==> src/rtl/bp_adc_sampler.sv <==
// bp_adc_sampler: serial-ADC front end for the Bus Pirate CMD_ADC_READ path.
// It selects the analog mux channel and waits for the mux to settle. It then
// runs one CS-framed SPI read of an ADCxx1S-style converter and returns the
// right-justified sample.
// Optional build macro BP_ADC_AVERAGE_EN: each request runs four CS frames
// and returns the truncated mean of the four samples.
module bp_adc_sampler #(
  parameter int DATA_BITS  = 12,
  parameter int LEAD_BITS  = 3,
  parameter int FRAME_CLKS = 16,
  parameter int MUX_SETTLE = 8,
  parameter int MUX_BITS   = 4
) (
  input  logic                 clk,
  input  logic                 rst,
  input  logic                 start,
  input  logic [MUX_BITS-1:0]  mux_sel,
  input  logic [2:0]           clk_div,
  output logic                 busy,
  output logic                 done,
  output logic [DATA_BITS-1:0] result,
  output logic                 adc_mux_en,
  output logic [MUX_BITS-1:0]  adc_mux_s,
  output logic                 adc_cs,
  output logic                 adc_clock,
  input  logic                 adc_data
);

  // One shared cycle counter serves the settle wait and every H-cycle phase.
  localparam int CNT_MAX = (MUX_SETTLE > 8) ? MUX_SETTLE : 8;
  localparam int CW      = $clog2(CNT_MAX);
  // Half-period index inside a frame: 0 .. 2*FRAME_CLKS-1.
  localparam int HW      = $clog2(2 * FRAME_CLKS);

  // S_LATCH is the cycle after CS_HOLD in which the result is captured;
  // S_DONE is the cycle in which done is visible.
  typedef enum logic [2:0] {
    S_IDLE,
    S_SETTLE,
    S_CS_SETUP,
    S_SHIFT,
    S_CS_HOLD,
    S_LATCH,
    S_DONE
  } state_t;

  state_t                 state_q;
  logic [CW-1:0]          cnt_q;
  logic [HW-1:0]          half_q;
  logic [2:0]             hm1_q;      // latched H-1 (clk_div)
  logic [DATA_BITS-1:0]   shift_q;
  logic                   busy_q;
  logic                   done_q;
  logic [DATA_BITS-1:0]   result_q;
  logic                   mux_en_q;
  logic [MUX_BITS-1:0]    mux_s_q;
  logic                   cs_q;
  logic                   sclk_q;

`ifdef BP_ADC_AVERAGE_EN
  logic [1:0]             frame_q;
  logic [DATA_BITS+1:0]   acc_q;
`endif

  logic                   settle_hit;
  logic                   h_hit;
  logic                   keep_bit;
  logic                   last_half;
  logic [HW-1:0]          bit_idx;
  logic [DATA_BITS-1:0]   result_d;

  assign settle_hit = (cnt_q == CW'(MUX_SETTLE - 1));
  assign h_hit      = (cnt_q == CW'(hm1_q));
  assign bit_idx    = half_q >> 1;
  // Rising edge k (1-based) has bit_idx k-1; only the data window is kept.
  assign keep_bit   = (bit_idx >= HW'(LEAD_BITS)) &&
                      (bit_idx <  HW'(LEAD_BITS + DATA_BITS));
  assign last_half  = (half_q == HW'(2 * FRAME_CLKS - 1));

`ifdef BP_ADC_AVERAGE_EN
  assign result_d = acc_q[DATA_BITS+1:2];
`else
  assign result_d = shift_q;
`endif

  // Conversion sequencer: settle, CS setup, SCLK shifting, CS hold, result.
  always_ff @(posedge clk or negedge rst) begin
    if (!rst) begin
      state_q  <= S_IDLE;
      cnt_q    <= '0;
      half_q   <= '0;
      hm1_q    <= '0;
      shift_q  <= '0;
      busy_q   <= 1'b0;
      done_q   <= 1'b0;
      result_q <= '0;
      mux_en_q <= 1'b0;
      mux_s_q  <= '0;
      cs_q     <= 1'b1;
      sclk_q   <= 1'b1;
`ifdef BP_ADC_AVERAGE_EN
      frame_q  <= '0;
      acc_q    <= '0;
`endif
    end else begin
      done_q <= 1'b0;
      case (state_q)
        S_IDLE: begin
          if (start) begin
            state_q  <= S_SETTLE;
            mux_s_q  <= mux_sel;
            hm1_q    <= clk_div;
            mux_en_q <= 1'b1;
            busy_q   <= 1'b1;
            cnt_q    <= '0;
`ifdef BP_ADC_AVERAGE_EN
            frame_q  <= '0;
            acc_q    <= '0;
`endif
          end
        end
        S_SETTLE: begin
          if (settle_hit) begin
            state_q <= S_CS_SETUP;
            cs_q    <= 1'b0;
            cnt_q   <= '0;
          end else begin
            cnt_q <= cnt_q + 1'b1;
          end
        end
        S_CS_SETUP: begin
          if (h_hit) begin
            state_q <= S_SHIFT;
            sclk_q  <= 1'b0;
            half_q  <= '0;
            cnt_q   <= '0;
          end else begin
            cnt_q <= cnt_q + 1'b1;
          end
        end
        S_SHIFT: begin
          if (h_hit) begin
            cnt_q <= '0;
            if (!half_q[0]) begin
              // End of a low half: SCLK rises and the data pin is sampled.
              sclk_q <= 1'b1;
              half_q <= half_q + 1'b1;
              if (keep_bit) begin
                shift_q <= {shift_q[DATA_BITS-2:0], adc_data};
              end
            end else if (last_half) begin
              // SCLK stays high into CS_HOLD.
              state_q <= S_CS_HOLD;
              cs_q    <= 1'b1;
            end else begin
              sclk_q <= 1'b0;
              half_q <= half_q + 1'b1;
            end
          end else begin
            cnt_q <= cnt_q + 1'b1;
          end
        end
        S_CS_HOLD: begin
          if (h_hit) begin
            cnt_q <= '0;
`ifdef BP_ADC_AVERAGE_EN
            acc_q   <= acc_q + {2'b00, shift_q};
            frame_q <= frame_q + 1'b1;
            if (frame_q == 2'd3) begin
              state_q <= S_LATCH;
            end else begin
              state_q <= S_CS_SETUP;
              cs_q    <= 1'b0;
            end
`else
            state_q <= S_LATCH;
`endif
          end else begin
            cnt_q <= cnt_q + 1'b1;
          end
        end
        S_LATCH: begin
          state_q  <= S_DONE;
          done_q   <= 1'b1;
          result_q <= result_d;
        end
        S_DONE: begin
          // Channel select is left on the last channel.
          state_q  <= S_IDLE;
          busy_q   <= 1'b0;
          mux_en_q <= 1'b0;
        end
        default: state_q <= S_IDLE;
      endcase
    end
  end

  assign busy       = busy_q;
  assign done       = done_q;
  assign result     = result_q;
  assign adc_mux_en = mux_en_q;
  assign adc_mux_s  = mux_s_q;
  assign adc_cs     = cs_q;
  assign adc_clock  = sclk_q;

endmodule

==> config.mk <==
export PLATFORM = sky130hd
export DESIGN_NAME = bp_adc_sampler
export DESIGN_NICKNAME = d
export VERILOG_FILES = /design/src/rtl/bp_adc_sampler.sv
export SDC_FILE = /design/constraint.sdc
export NUM_CORES = 1
export LEC_CHECK = 0
export CAP_MARGIN = 0
export CORE_ASPECT_RATIO = 1.1
export CORE_MARGIN = 1
export CORE_UTILIZATION = 48
export DETAILED_ROUTE_END_ITERATION = 10
export PLACE_DENSITY = 0.77
export SETUP_SLACK_MARGIN = 0.4
export SYNTH_ARGS = -nofsm -noshare
export SYNTH_HDL_FRONTEND = slang
export SYNTH_SLANG_ARGS = --single-unit
==> constraint.sdc <==
create_clock -name clk -period 1.9 [get_ports clk]
set_input_delay 0.38 -clock clk [delete_from_list [all_inputs] [get_ports clk]]
set_output_delay 0.38 -clock clk [all_outputs]
set_load 0.005 [all_outputs]
**Word level (Yosys, flattened, before mapping)**

Index checks and enable logic that the tools add are counted.

- Flip-flop bits (word level): 46
- Latch bits: 0
- RAM bits: 0
- Bits in read-only memories: 0
- Bits of input ports: 11
- Output and inout bits: 21
- Memories kept: 0

- Add/sub/neg operators: 2
- Multiply operators: 0
- Divide/modulo/power cells: 0
- Magnitude comparators: 2
- Equality and inequality tests: 17
- Shifts and indexed selects: 0
- Mux-type cells: 30
- Bitwise logic cells: 1
- Reductions and logical operators: 15

Operators by type and width:

| cell | number |
|---|---|
| 3-bit two-way mux | 10 |
| 5-bit two-way mux | 4 |
| 3-bit one-hot mux with 6 select lines | 1 |
| 2-bit != test (second input constant) | 7 |
| 3-bit equality test (second input constant) | 4 |
| 1-bit two-way mux | 10 |
| 5-bit one-hot mux with 2 select lines | 1 |
| 3-bit one-hot mux with 3 select lines | 1 |
| 4-bit AND reduction | 2 |
| 7-bit AND reduction | 1 |
| 3-bit by 2-bit equality test with 1-bit output (second input constant) | 2 |
| 1-bit one-hot mux with 2 select lines | 3 |
| 2-bit AND reduction | 3 |
| 2-bit nonzero test | 3 |
| 5-bit by 1-bit adder with 5-bit output (second input constant) | 1 |
| 5-bit equality test (second input constant) | 1 |
| 5-bit AND reduction | 1 |
| 4-bit by 2-bit >= comparator with 1-bit output (second input constant) | 1 |
| 4-bit less-than comparator (second input constant) | 1 |
| 3-bit by 1-bit adder with 3-bit output (second input constant) | 1 |
| 3-bit by 1-bit equality test with 1-bit output (second input constant) | 1 |
| 3-bit equality test | 1 |
| 3-bit logical NOT | 1 |
| 3-bit != test (second input constant) | 1 |
| other kinds (5) | 5 |

**Longest topological paths before layout**

Gate-level depths: netlist (run 1).

- Depth in word-level cells: 5
- Gate-level depth with buffers: 7

**Worst setup path before layout (run 1)**

OpenSTA, ideal clock, no wires.

- Kind: reg2reg
- Start point: register half_q[1]
- End point: register half_q[2]
- Arrival: 1630 ps
- Required time: 1774 ps
- Setup slack: 144 ps
- Stages on the path, launching flop included: 8
- Clock period less this slack: 1756 ps
- Cells stage by stage: dfrtp_1 ha_1 and3_1 ha_1 nand2_1 nand2_1 and3_1 a221o_1

- Longest elaborated chain between the ends: 5
- Elaborated cells on any way between the ends: 8

Ends and longest elaborated chain:

| item | RTL line | RTL |
|---|---|---|
| start, declared | 49 | `logic [HW-1:0] half_q;` |
| start signal, assigned | 147 | `half_q <= half_q + 1'b1;` |
| start signal, assigned | 157 | `half_q <= half_q + 1'b1;` |
| 5-bit by 1-bit adder with 5-bit output | 147, 157 |  |
| 5-bit two-way mux | 151 | `end else if (last_half) begin` |
| 5-bit two-way mux | 144 | `if (!half_q[0]) begin` |
| 5-bit two-way mux | 142 | `if (h_hit) begin` |
| 5-bit one-hot mux with 2 select lines | 107 | `case (state_q)` |

Parallel ways exist; a longest one is shown, timed or not. The select of a mux whose other input is x is not followed.
A chain may end at the register's enable or synchronous reset.

**Worst setup path after layout (run 1)**

- Start point: register half_q[0]
- End point: register half_q[3]

The elaborated chain is that of the path after synthesis.

==> metrics.yaml, run 1 <==
run_status:
  status: "completed"
timing:
  setup_viol_count_final: 0
  post-route-period-util: 0.9623
  fin_setup_tns_ps: 0
  tightest_slew_ps: 523.1
  rsz0062_at_grt: "yes"
  max_freq_mhz: 546.9
  min_period_ps: 1828
  finalMaxSlewViolations: 0
  slew_headroom: 0.6513
  clock_skew_ps: 6.175
  hold_violations: 0
  setup_ws_ps: 71.55
synthesis:
  synth_top_area_frac: 0.4997
  synthDistinctLibCells: 42
  ys.flop_type: "dfrtp_1"
  syn_nets: 180
  yosysMostFrequentCell: "dfrtp_1"
  synthTopCellsByArea: "dfrtp_1 (50%), mux2_2 (11%), mux2_4 (6.8%)"
  synth-seq-cells: 46
  synth_top_area_cell: "dfrtp_1"
  ys_async_sr_fraction: 1.000
  synth_warnings: 0
  synth_commonest_cells: "dfrtp_1 (44), mux2_2 (22), mux2_4 (10), nand2_1 (10), o21ai_0 (9)"
  synth_area_um2: 2203
  synthCells: 165
  synth-seq-area-share: 0.5236
  syn_avg_cell_area_um2: 13.35
  synth-edff-count: 0
drt:
  dr.pass1.iters: 5
  drt_iter0_markers: 35
  via_per_inst: 5.659
  drc: 0
  ant_nets: 0
  wire_per_inst_um: 18.27
  num_vias: 1641
  wl_um: 5299
critical_path:
  worstSetupStartpointType: "flip-flop"
  cp.arrival_ps: 2070
  crit_path_cell_trace: "ha_4 -> and3_4 -> ha_4 -> nand4b_1 -> or4_1 -> nand3_1"
  worstSetupEndpointType: "flip-flop"
  slowest_delay_ps: 450
  crit_slowest_cell: "or4_1"
  cp_max_fo: 5
  required_ps: 2140
  crit_top_cell: "ha_4"
  path_class: "reg -> reg"
layout:
  fin_cells: 290
  drive_gt1_frac: 0.5297
  antenna_cells: 0
  final_cell_area_um2: 3146
  num-nets-final: 250
  areaGrowthSynthToFinish_pct: 42.76
global_route:
  antenna_found_initial: 0
  grt_pass1_wl_um: 7941
  grt_pass1_vias: 1634
  grt-ovfl-total: 0
  track_usage: 0.2232
  grt_max_degree: 26
clocking:
  cts_tree: "built"
  ctsHoldBuffers: 0
  h-tree-depth: 2
  clk_pin_slew_ps: 90
  clk_latency_ps: 300
  numCtsBuffers: 5
  clk_path_buf_depth: 2
  cts.sinks: 46
  cts-root-buf: "clkbuf_8"
placed_design:
  dp_cells: 250
  dp_hpwl_um: 2916
  gp_congestion: 0.7770
  io_buffers: 31
  place_area_um2: 2681
  post-place-ws_ps: 98.54
power_and_ir_drop:
  p_clk_frac: 0.146
  p_switching_mw: 1.536
  power.total_mw: 4.292
  switching_share: 0.3578
  power.combinational.fraction: 0.509
  powerDensity_nw_per_um2: 1365
  p_leak_nw: 1.482
  vdd_drop_max_mv: 0.9957
  power_frac_seq: 0.345
  intPower_mw: 2.756
floorplanning:
  die_h_um: 73.06
  start_util: 0.5068
  die_w_um: 66.60
  fp.coreArea_um2: 4348
  rows: 25
  ios: 32
  die_area_um2: 4866
job:
  max-cap-violations: 0
worst_hold_path:
  hold_path.class: "in -> async"
==> worst paths after layout <==
check                            from  cells after the start  slack, ps      endpoint
max                         half_q[0]                      6         70     half_q[3]
min reg2reg                result[10]                      1        510    result[10]
min                               rst                      1         40  adc_mux_s[3]
min in group clk           result[10]                      1        510    result[10]
max in group asynchronous         rst                      2       1150   result_d[5]
max reg2reg                 half_q[0]                      6         70     half_q[3]
==> registers in the layout, summed over array words and instances (netlist names) <==
register	flops
hm1_q	3
result	12
result_d	12
cnt_q	3
state_q	3
adc_cs	1
adc_mux_en	1
half_q	5
done	1
adc_clock	1
adc_mux_s	4
==> layer usage <==
metal  share of wire  up-vias  global-route usage
met5               0        -                   0
met4           0.024        0              0.1087
met3           0.041       14             0.04531
met2            0.53       55              0.3827
met1            0.40      837              0.2637
li1                -      735                   -
==> critical path: cells and delay by family, from the launching register on <==
family	cells	cell delay [ps]
AND/OR/NAND/NOR	4	970
flip-flops	1	430
adder cells (fa/ha/maj)	2	370
==> power by group through the flow <==
stage	Clock, mW	Combinational, mW	Sequential (mW)
floorplan	0	1.07	1.43
global placement	0	1.40	1.46
detailed placement	0	1.47	1.48
CTS	0.644	1.85	1.47
global route	0.684	2.31	1.51
finish	0.626	2.18	1.48
==> cell usage in the layout, fill, tap and decap left out, drive strengths merged <==
cell            n
mux2           32
clkdlybuf4s50   9
ha              4
nor3            3
dfstp           2
nand4           2
nand2b          2
clkbuf          6
a21oi           2
or2             3
nor3b           1
o221a           1
inv             6
clkinvlp        2
or3             1
xnor2           3
or4             1
nand3           6
a31oi           2
nor2            1
mux2i           1
nand4b          1
buf            40
a211o           2
and3            2
dlygate4sd2    21
a22o            3
o311ai          1
a2bb2oi         2
nor4            3
a221o           1
o21ba           1
dfrtp          44
a211oi          1
clkinv          1
nor2b           3
o31ai           1
o21ai           9
nand2          10
==> cell type report <==
class | instances | area, µm²
clock buffers | 5 | 68.82
repair buffers | 71 | 655.6
flip-flops and latches | 46 | 1164
clock inverters | 3 | 25.02
multi-input cells | 105 | 1139
inverters | 6 | 26.28
fillers | 268 | 1202
well taps | 54 | 67.56
==> what timing repair did <==
item	4_1_cts	5_1_grt
gates resized for setup	40	24
pin swaps	7	6
endpoints found under the setup margin	62	43
setup buffers	22	7
cloned	1	2
==> per-stage QoR <==
stage | util | hold slack, ps
final | 0.7235 | 39.77
after global routing | 0.7235 | 70.65
after CTS | 0.6909 | 47.29
after detailed placement | 0.6167 | 382.9
after global placement | 0.6167 | 374.9
after floorplan | - | 84.41
==> cell families (layout without fill, tap and decap cells) <==
family | count (synthesis) | in the layout | synth area share
compound gates | 26 | 26 | 0.08405
xor+xnor | 3 | 3 | 0.03748
fa+ha+maj | 4 | 4 | 0.02272
buf+inv | 15 | 85 | 0.03577
flops | 46 | 46 | 0.5236
mux | 33 | 33 | 0.1851
simple gates | 38 | 39 | 0.1113
(Power assumes the default switching activity.)
==> inputs of run 2 (changes only) <==
CORE_UTILIZATION = 30   (was 48)
PLACE_DENSITY = 0.53   (was 0.77)
==> metrics.yaml, run 2 (synthesis results as in run 1) <==
run_status:
  status: "finished, violations left"  # was completed
  violations: "negative hold slack"
floorplanning:
  die_h_um: 91.89  # was 73.06 µm
  die_area_um2: 7692  # was 4866 µm²
  die_w_um: 83.71  # was 66.60 µm
  rows: 32  # was 25
  start_util: 0.3127  # was 0.5068
  fp.coreArea_um2: 7047  # was 4348 µm²
  ios: 32  # unchanged
timing:
  setup_viol_count_final: 0  # unchanged
  rsz0062_at_grt: "yes"  # unchanged
  hold_slack_ps: -4.709  # was 39.77 ps
  max_freq_mhz: 570.2  # was 546.9 MHz
  min_period_ps: 1754  # was 1828 ps
  hold_violations: 6  # was 0
  tightest_slew_ps: 403.2  # was 523.1 ps
  clock_skew_ps: 3.591  # was 6.175 ps
  fin_setup_tns_ps: 0  # unchanged
  post-route-period-util: 0.9230  # was 0.9623
  slew_headroom: 0.7312  # was 0.6513
  setup_ws_ps: 146.4  # was 71.55 ps
  finalMaxSlewViolations: 0  # unchanged
layout:
  fin_cells: 311  # was 290
  num-nets-final: 240  # was 250
  final_common_cell: "dfrtp_1"  # unchanged
  areaGrowthSynthToFinish_pct: 38.39  # was 42.76%
  drive_gt1_frac: 0.4779  # was 0.5297
  final_cell_mix: "dfrtp_1 (34), buf_4 (23), dlygate4sd2_1 (21)"  # was dfrtp_1 (36), buf_4 (29), dlygate4sd2_1 (21)
  antenna_cells: 0  # unchanged
placed_design:
  post-place-ws_ps: 135.9  # was 98.54 ps
  io_buffers: 31  # unchanged
  dp_hpwl_um: 2907  # was 2916 µm
  dp_cells: 281  # was 250
  gp_congestion: 0.7396  # was 0.7770
worst_hold_path:
  hold_path.class: "in -> async"  # unchanged
clocking:
  cts.sinks: 46  # unchanged
  clk_pin_slew_ps: 90  # about the same
  clk_latency_ps: 300  # about the same
  h-tree-depth: 2  # unchanged
  cts-root-buf: "clkbuf_8"  # unchanged
  clk_path_buf_depth: 2  # unchanged
  ctsHoldBuffers: 0  # unchanged
  cts_tree: "built"  # unchanged
  numCtsBuffers: 5  # unchanged
power_and_ir_drop:
  p_clk_frac: 0.185  # was 0.146
  intPower_mw: 2.691  # was 2.756 mW
  power.combinational.fraction: 0.452  # was 0.509
  power_frac_seq: 0.362  # was 0.345
  power.total_mw: 4.020  # was 4.292 mW
  vdd_drop_max_mv: 0.5800  # was 0.9957 mV
  p_switching_mw: 1.329  # was 1.536 mW
  p_leak_nw: 1.418  # was 1.482 nW
  switching_share: 0.3305  # was 0.3578
  powerDensity_nw_per_um2: 1319  # was 1365 nW/µm²
global_route:
  grt_pass1_wl_um: 7583  # was 7941 µm
  grt_max_degree: 31  # was 26
  grt-ovfl-total: 0  # unchanged
  track_usage: 0.1253  # was 0.2232
  grt_pass1_vias: 1433  # was 1634
  antenna_found_initial: 0  # unchanged
drt:
  dr.pass1.iters: 4  # was 5
  num_vias: 1473  # was 1641
  met3_length_um: 123  # was 216 µm
  met2WireLength_um: 2089  # was 2830 µm
  wire_per_inst_um: 14.35  # was 18.27 µm
  wl_um: 4464  # was 5299 µm
  via_per_inst: 4.736  # was 5.659
  drt-met1-wl_um: 2189  # was 2127 µm
  drc: 0  # unchanged
  top_layer_used: "met4"  # unchanged
  ant_nets: 0  # unchanged
  drt_iter0_markers: 60  # was 35
critical_path:
  worstSetupStartpointType: "flip-flop"  # unchanged
  crit_start: "hm1_q[0]"  # was half_q[0]
  required_ps: 2090  # was 2140 ps
  cp_max_fo: 7  # was 5
  path_class: "reg -> reg"  # unchanged
  cp.arrival_ps: 1950  # was 2070 ps
  reg2reg_from: "hm1_q[0]"  # was half_q[0]
  worstSetupEndpointType: "flip-flop"  # unchanged
job:
  max-cap-violations: 0  # unchanged
==> run 2: cell types whose count changed in the layout (fill, tap and decap cells not counted), sizes merged <==
cell,before,now
bufinv,0,1
clkinvlp,2,1
buf,40,30
==> run 2: timing repair <==
item	CTS	global route
buffers inserted	14	6
setup endpoints to repair	64	31
pin swaps	2	4
gates cloned	1	1
resized for setup	37	9
==> run 2: final cells by class <==
type | instances | area (µm²)
fillers | 680 | 3998
flip-flops and latches | 46 | 1166
multi-input cells | 105 | 1084
repair buffers | 61 | 554.3
well taps | 85 | 106.4
clock buffers | 5 | 68.82
clock inverters | 3 | 43.79
inverters | 6 | 26.28
==> run 2: path summary, 6_finish.rpt <==
check | to | slack, ps | cells past startpoint
max | result_d[9] | 150 | 5
min | cnt_q[0] | -5 | 1
max reg2reg | result_d[9] | 150 | 5
min reg2reg | adc_cs | 500 | 1
max in group asynchronous | state_q[1] | 1390 | 2
min in group clk | adc_cs | 500 | 1
==> run 2: layer usage <==
metal | track usage | up-vias
met4 | 0.03814 | 0
met1 | 0.1816 | 731
met5 | 0 | -
met2 | 0.1856 | 24
li1 | - | 713
met3 | 0.02880 | 5
==> run 2: stage by stage <==
step,util,instance area [µm²]
after global placement,0.3860,2720
after detailed placement,0.3860,2720
after floorplan,-,2283
after global routing,0.4327,3049
final,0.4327,3049
after CTS,0.4196,2957
==> run 2: critical path, stage by stage, from the launching register on <==
cell and delay [ps]:
dfrtp_2 450, xnor2_4 210, nand3_4 150, nor4_4 300
clkbuf_16 240, mux2_4 290
==> run 2: power by group through the flow <==
stage / clock (mW) / combinational (mW) / sequential [mW]
3_3_place_gp: 0 / 1.41 / 1.49
2_1_floorplan: 0 / 1.07 / 1.43
4_1_cts: 0.779 / 1.64 / 1.46
3_5_place_dp: 0 / 1.43 / 1.49
5_1_grt: 0.820 / 1.99 / 1.50
6_report: 0.745 / 1.82 / 1.46
